## src/rtl/m_mask_alu_engine.sv

```systemverilog
// Masked-operand accumulator engine: valid/ready instruction in, one result out.
// Executes LOAD/ADD/SUB/AND/MUL/CMP/STORE/ADDR on a 2*WORD accumulator.
module m_mask_alu_engine #(
  parameter  int WORD  = 8,
  parameter  int NREG  = 4,
  localparam int DWORD = 2 * WORD,
  localparam int RW    = $clog2(NREG)
) (
  input  logic             clk,
  input  logic             rst,
  input  logic             in_valid,
  output logic             in_ready,
  input  logic [2:0]       op,
  input  logic [RW-1:0]    sel,
  input  logic [WORD-1:0]  din,
  input  logic [WORD-1:0]  h_IMASK,
  input  logic [WORD-1:0]  h_PMASK,
  input  logic [WORD-1:0]  h_CMASK,
  output logic             out_valid,
  input  logic             out_ready,
  output logic [DWORD-1:0] acc,
  output logic [4:0]       flags
);

  localparam int CW = $clog2(WORD);

  typedef enum logic [1:0] {S_IDLE, S_EXEC, S_MUL, S_DONE} state_e;
  typedef enum logic [2:0] {
    OP_LOAD, OP_ADD, OP_SUB, OP_AND, OP_MUL, OP_CMP, OP_STORE, OP_ADDR
  } op_e;

  state_e            state_q, state_d;
  logic [2:0]        op_q, op_d;
  logic [RW-1:0]     sel_q, sel_d;
  logic [WORD-1:0]   opnd_q, opnd_d;
  logic [WORD-1:0]   cmask_q, cmask_d;
  logic              phase_q, phase_d;
  logic              perm_q, perm_d;
  logic [DWORD-1:0]  acc_q, acc_d;
  logic              err_q, err_d, carry_q, carry_d, zero_q, zero_d;
  logic              gt_q, gt_d, eq_q, eq_d;
  logic [WORD-1:0]   regs_q [NREG];
  logic [WORD-1:0]   regs_d [NREG];
  logic [DWORD-1:0]  mcand_q, mcand_d, prod_q, prod_d;
  logic [WORD-1:0]   mplier_q, mplier_d;
  logic [CW-1:0]     cnt_q, cnt_d;

  logic [7:0]        pmask_w;
  logic [DWORD-1:0]  opnd_ext;
  logic [WORD-1:0]   cmp_a, cmp_b;
  logic [DWORD:0]    sum_w;
  logic [DWORD-1:0]  prod_nx;

  assign pmask_w  = 8'(h_PMASK);
  assign opnd_ext = {{WORD{1'b0}}, opnd_q};
  assign cmp_a    = acc_q[WORD-1:0] & cmask_q;
  assign cmp_b    = opnd_q & cmask_q;

  // State register
  always_ff @(posedge clk) begin
    if (rst) state_q <= S_IDLE;
    else     state_q <= state_d;
  end

  // Next-state logic; EXEC spends one cycle registering the permission bit
  // before committing, so the ALU path never sees h_PMASK combinationally.
  always_comb begin
    state_d = state_q;
    case (state_q)
      S_IDLE: if (in_valid) state_d = S_EXEC;
      S_EXEC: if (phase_q) state_d = (perm_q && op_q == OP_MUL) ? S_MUL : S_DONE;
      S_MUL:  if (cnt_q == CW'(WORD - 1)) state_d = S_DONE;
      S_DONE: if (out_ready) state_d = S_IDLE;
      default: state_d = S_IDLE;
    endcase
  end

  // Output logic
  always_comb begin
    in_ready  = (state_q == S_IDLE);
    out_valid = (state_q == S_DONE);
  end

  assign acc   = acc_q;
  assign flags = {err_q, carry_q, zero_q, gt_q, eq_q};

  // NOTE: every *_d gets its hold value first so no path can infer a latch.
  always_comb begin
    op_d     = op_q;     sel_d   = sel_q;   opnd_d  = opnd_q;  cmask_d = cmask_q;
    phase_d  = phase_q;  perm_d  = perm_q;  acc_d   = acc_q;
    err_d    = err_q;    carry_d = carry_q; zero_d  = zero_q;
    gt_d     = gt_q;     eq_d    = eq_q;    regs_d  = regs_q;
    mcand_d  = mcand_q;  prod_d  = prod_q;  mplier_d = mplier_q; cnt_d = cnt_q;
    sum_w    = '0;
    prod_nx  = mplier_q[0] ? prod_q + mcand_q : prod_q;

    case (state_q)
      S_IDLE: if (in_valid) begin
        op_d    = op;
        sel_d   = sel;
        opnd_d  = din & h_IMASK;
        cmask_d = h_CMASK;
        phase_d = 1'b0;
      end
      S_EXEC: if (!phase_q) begin
        perm_d  = pmask_w[op_q];
        phase_d = 1'b1;
      end else begin
        phase_d = 1'b0;
        if (!perm_q) begin
          err_d = 1'b1;
        end else begin
          err_d = 1'b0;
          case (op_q)
            OP_LOAD: begin acc_d = opnd_ext; zero_d = (opnd_ext == '0); end
            OP_ADD, OP_SUB, OP_ADDR: begin
              if (op_q == OP_SUB)      sum_w = {1'b0, acc_q} - {1'b0, opnd_ext};
              else if (op_q == OP_ADD) sum_w = {1'b0, acc_q} + {1'b0, opnd_ext};
              else sum_w = {1'b0, acc_q} + {1'b0, {WORD{1'b0}}, regs_q[sel_q]};
              acc_d   = sum_w[DWORD-1:0];
              carry_d = sum_w[DWORD];
              zero_d  = (sum_w[DWORD-1:0] == '0);
            end
            OP_AND: begin acc_d = acc_q & opnd_ext; zero_d = ((acc_q & opnd_ext) == '0); end
            OP_MUL: begin
              mcand_d  = {{WORD{1'b0}}, acc_q[WORD-1:0]};
              mplier_d = opnd_q;
              prod_d   = '0;
              cnt_d    = '0;
            end
            OP_CMP: begin eq_d = (cmp_a == cmp_b); gt_d = (cmp_a > cmp_b); end
            OP_STORE: regs_d[sel_q] = acc_q[WORD-1:0];
            default: ;
          endcase
        end
      end
      S_MUL: begin
        prod_d   = prod_nx;
        mcand_d  = mcand_q << 1;
        mplier_d = mplier_q >> 1;
        cnt_d    = cnt_q + 1'b1;
        if (cnt_q == CW'(WORD - 1)) begin
          acc_d  = prod_nx;
          zero_d = (prod_nx == '0);
          cnt_d  = '0;
        end
      end
      default: ;
    endcase
  end

  // NOTE: all state uses non-blocking assignments so every flop samples pre-edge values.
  always_ff @(posedge clk) begin
    if (rst) begin
      op_q <= '0; sel_q <= '0; opnd_q <= '0; cmask_q <= '0;
      phase_q <= 1'b0; perm_q <= 1'b0; acc_q <= '0;
      err_q <= 1'b0; carry_q <= 1'b0; zero_q <= 1'b0; gt_q <= 1'b0; eq_q <= 1'b0;
      mcand_q <= '0; prod_q <= '0; mplier_q <= '0; cnt_q <= '0;
      // NOTE: the scratch file is built from flops, so it can and must be cleared on reset.
      for (int i = 0; i < NREG; i++) regs_q[i] <= '0;
    end else begin
      op_q <= op_d; sel_q <= sel_d; opnd_q <= opnd_d; cmask_q <= cmask_d;
      phase_q <= phase_d; perm_q <= perm_d; acc_q <= acc_d;
      err_q <= err_d; carry_q <= carry_d; zero_q <= zero_d; gt_q <= gt_d; eq_q <= eq_d;
      mcand_q <= mcand_d; prod_q <= prod_d; mplier_q <= mplier_d; cnt_q <= cnt_d;
      regs_q <= regs_d;
    end
  end

endmodule

```

## config.mk

```make
export PLATFORM = sky130hd
export DESIGN_NAME = m_mask_alu_engine
export DESIGN_NICKNAME = d
export VERILOG_FILES = /design/src/rtl/m_mask_alu_engine.sv
export SDC_FILE = /design/constraint.sdc
export NUM_CORES = 1
export LEC_CHECK = 0
export BUFFER_PORTS_ARGS = -buffer_cell sky130_fd_sc_hd__buf_2
export CORE_ASPECT_RATIO = 0.75
export CORE_MARGIN = 5
export CORE_UTILIZATION = 30
export DETAILED_ROUTE_END_ITERATION = 12
export PLACE_DENSITY = 0.45
export SETUP_SLACK_MARGIN = 0.02
export SYNTH_ARGS = -nofsm -noshare
export SYNTH_HDL_FRONTEND = slang
export SYNTH_SLANG_ARGS = --single-unit
```

## constraint.sdc

```tcl
create_clock -name clk -period 11 [get_ports clk]
set_input_delay 2.2 -clock clk [delete_from_list [all_inputs] [get_ports clk]]
set_output_delay 2.2 -clock clk [all_outputs]
set_load 0.01 [all_outputs]
```

==> out/metrics.csv <==
metric,value,unit
post-layout util,35.1,%
Die Outline Area,0.0286,sq mm
hold slack final,457,ps
reg-to-reg critical path endpoint,acc[14],
most common flop cell mapped by yosys,sky130_fd_sc_hd__dfxtp_1,
iteration count of the initial detailed-routing pass,5,
instance area at placement,0.00815,sq mm
area of the mapped netlist,0.00760,sq mm
path class of the lowest-slack min-delay path,reg -> reg,
pin count of the biggest net entering global routing,64,
Sum Neg Setup Slack,0,ps
number of design rule violations left after detail routing,0,
fraction of the cycle the final worst path needs,43.0,%
Hold Path Stages,2,
most frequent cell on the critical path,sky130_fd_sc_hd__nor2_1,
placed wire-length estimate after detailed placement,16900,microns
Worst setup startpoint,sel_q[1],
maxcap violations,0,
Tmin final,4730,ps
final number of hold-violating endpoints,0,
startpoint-to-endpoint class of the critical path,reg -> reg,
remaining antenna violation count,0,
global-route usage over all layers,16.5,%
clk_lat worst skew,430,ps
via count of the first global-routing pass,6304,
leakage power figure,3.37,nW
largest area contributor in the synthesized netlist,sky130_fd_sc_hd__dfxtp_1,
maximum frequency from static timing analysis,212,MHz
Final Instance Area,0.00875,sq mm
buffer count from post-CTS setup fixing,0,
data arrival time of the worst path,5040,ps
clock root buffer,sky130_fd_sc_hd__clkbuf_16,
instance count of the mapped netlist,936,
filler-free cell count of the finished design,1313,
count of buffers inserted at the top-level ports,63,
Yosys warnings,0,
worst clock skew on the final layout,14.0,ps
synthesized netlist net count,1027,
crit path capture,acc[14],
"commonest cells after routing, fill and taps aside","sky130_fd_sc_hd__dfxtp_1, sky130_fd_sc_hd__nand2_1, sky130_fd_sc_hd__nor2_1",
ys async rst share,0,%
total length of routed wires,23600,microns
worst endpoint required time,11310,ps
total core area,0.0250,sq mm
most common library cell in the layout ignoring fill and taps,sky130_fd_sc_hd__dfxtp_1,
ordered cell list for the critical path,mux4_2 > mux2i_1 > nand4_1 > nor2_1 > xnor2_1 > nor2_1 > a21oi_1 > ha_1 > or2_2 > o221a_2 > o21ai_0 > o2111ai_1 > a21oi_1 > xor2_1 > nor2_1 > o31a_1,
Slew HR,41.7,%
global route overflow,0,
setup violation total in the final timing report,0,
total inserted antenna cells,0,
worst ir drop on vdd,0.000126,V
H-tree Lvls,4,
final-report max-slew violation count,0,
kind of launch point of the worst setup path,flop,
share of final-layout standard cells stronger than drive strength 1,14.8,%
Final #Nets,1053,
placed cell count,1281,
vias per cell,5.14,
initial cell density of the core,30.4,%
total of cells resized after clock tree synthesis,0,
Synth area leaders,"sky130_fd_sc_hd__dfxtp_1, sky130_fd_sc_hd__ha_1, sky130_fd_sc_hd__mux2i_1",
growth of design area from synthesis to finish,15.1,%
post-synthesis register bit count,121,
initial antenna violation count,0,
hold buffer count at cts,0,
result of the run,completed,
cts bufs inserted,17,
"slowest stage cell, crit path",sky130_fd_sc_hd__dfxtp_1,
vias,6752,
number of rows created at floorplan,50,
setup slack of the worst register-to-register path,6270,ps
number of enable-type register cells in the synthesized netlist,0,
biggest cell delay along the critical path,740,ps
count of cell types in the netlist,69,
ports placed on the boundary,64,
detailed-route wire length per cell,18.0,microns
wire length of the first global-routing pass,37700,microns
unrepaired setup endpoints after global routing,false,
power density cells,254,mW/mm^2
CP Capture Type,flop,
slew at the pin with the worst max-slew slack,871,ps
chip height,148,microns
clock slew at reported path FFs,70,ps
RR Startpoint,sel_q[1],
iteration-0 DRC count of the detailed router,576,
register area share after synthesis,31.9,%
maximum buffer depth of the clock tree,2,
CTS tree,done,
Clock Sink Count,121,
Synth top area share,31.9,%
die outline width,194,microns
"Avg Cell Area, Syn",8.12,sq um
CP Max Fanout,14,
placer's final routability congestion estimate,0.835,
r2r worst-path depth,16,
start point of the worst hold path,regs_q[22],
==> state kept, by name (all words and copies together), names as in the netlist <==
signal    flops
perm_q        1
mplier_q      8
state_q       2
acc          16
gt_q          1
cnt_q         3
regs_q       32
mcand_q      16
eq_q          1
err_q         1
phase_q       1
zero_q        1
cmask_q       8
prod_q       16
carry_q       1
sel_q         2
op_q          3
opnd_q        8
==> per-layer routing <==
metal  track usage (%)  routed length (microns)  vias up
met5                 0                        0        -
met4              3.79                      264        0
met3              3.87                     1330       21
met2              22.1                     8930      158
met1              26.2                    13100     3172
li1                  -                        -     3401
==> how the worst min path moves through the flow <==
| stage | end |
|---|---|
| floorplan | regs_q[19] |
| global placement | regs_q[22] |
| detailed placement | regs_q[22] |
| CTS | regs_q[22] |
| global route | cnt_q[2] |
| finish | regs_q[22] |
==> power breakdown <==
part           switching (W)  internal (W)
registers           0.000118      0.000502
clock network       0.000244      0.000343
logic               0.000610      0.000402
==> through the flow <==
stage / power (W) / setup WS (ps)
6_report: 0.00222 / 6270
5_1_grt: 0.00239 / 5810
4_1_cts: 0.00223 / 6280
3_5_place_dp: 0.00163 / 6330
3_3_place_gp: 0.00164 / 6350
2_1_floorplan: 0.00135 / 6610
==> logic make-up (layout without fill, tap and decap cells) <==
logic type / Yosys count / after routing / share of synthesized area (%)
AOI/OAI and AO/OA: 234 / 234 / 20.2
xor gates and xnor gates: 30 / 30 / 3.46
adders and majority gates: 50 / 50 / 8.43
buffers and inverters: 90 / 129 / 4.89
DFF: 121 / 121 / 31.9
muxes: 66 / 66 / 10.6
and+or+nand+nor: 345 / 345 / 20.6
==> area by class of cell <==
| cell class | instances | area, sq um |
|---|---|---|
| Clock inverter | 15 | 178 |
| Tap cell | 338 | 423 |
| Timing Repair Buffer | 75 | 408 |
| Sequential cell | 121 | 2420 |
| Inverter | 22 | 82.6 |
| Fill cell | 2630 | 16200 |
| Clock buffer | 17 | 425 |
| Multi-Input combinational cell | 725 | 4810 |
==> synthesized netlist by cell type (all sizes together) (3+ instances only) <==
cell	count
nand2b	8
or3	7
nand3	32
o21a	14
nor2	111
a21o	9
dfxtp	121
a21oi	95
a32oi	3
o21bai	4
mux2	7
or2	6
and3	3
buf	15
mux4	10
xor2	13
o221a	3
nand4	8
a2111oi	3
a31oi	6
a311oi	3
ha	48
clkbuf	53
mux2i	49
a211oi	24
xnor2	17
nor3b	8
o31ai	13
o21ai	30
inv	22
o31a	3
nor2b	7
nand2	112
nor3	15
nor4	6
a221oi	3
and2	15
==> worst max-delay path: cells and delay by family (launching register included) <==
kind	cells	cell delay (ps)
muxes	2	870
adders and majority gates	1	240
AOI/OAI and AO/OA	6	1470
DFF	1	740
xor gates and xnor gates	2	290
and+or+nand+nor	5	990
Power figures use the tool's default switching activity.
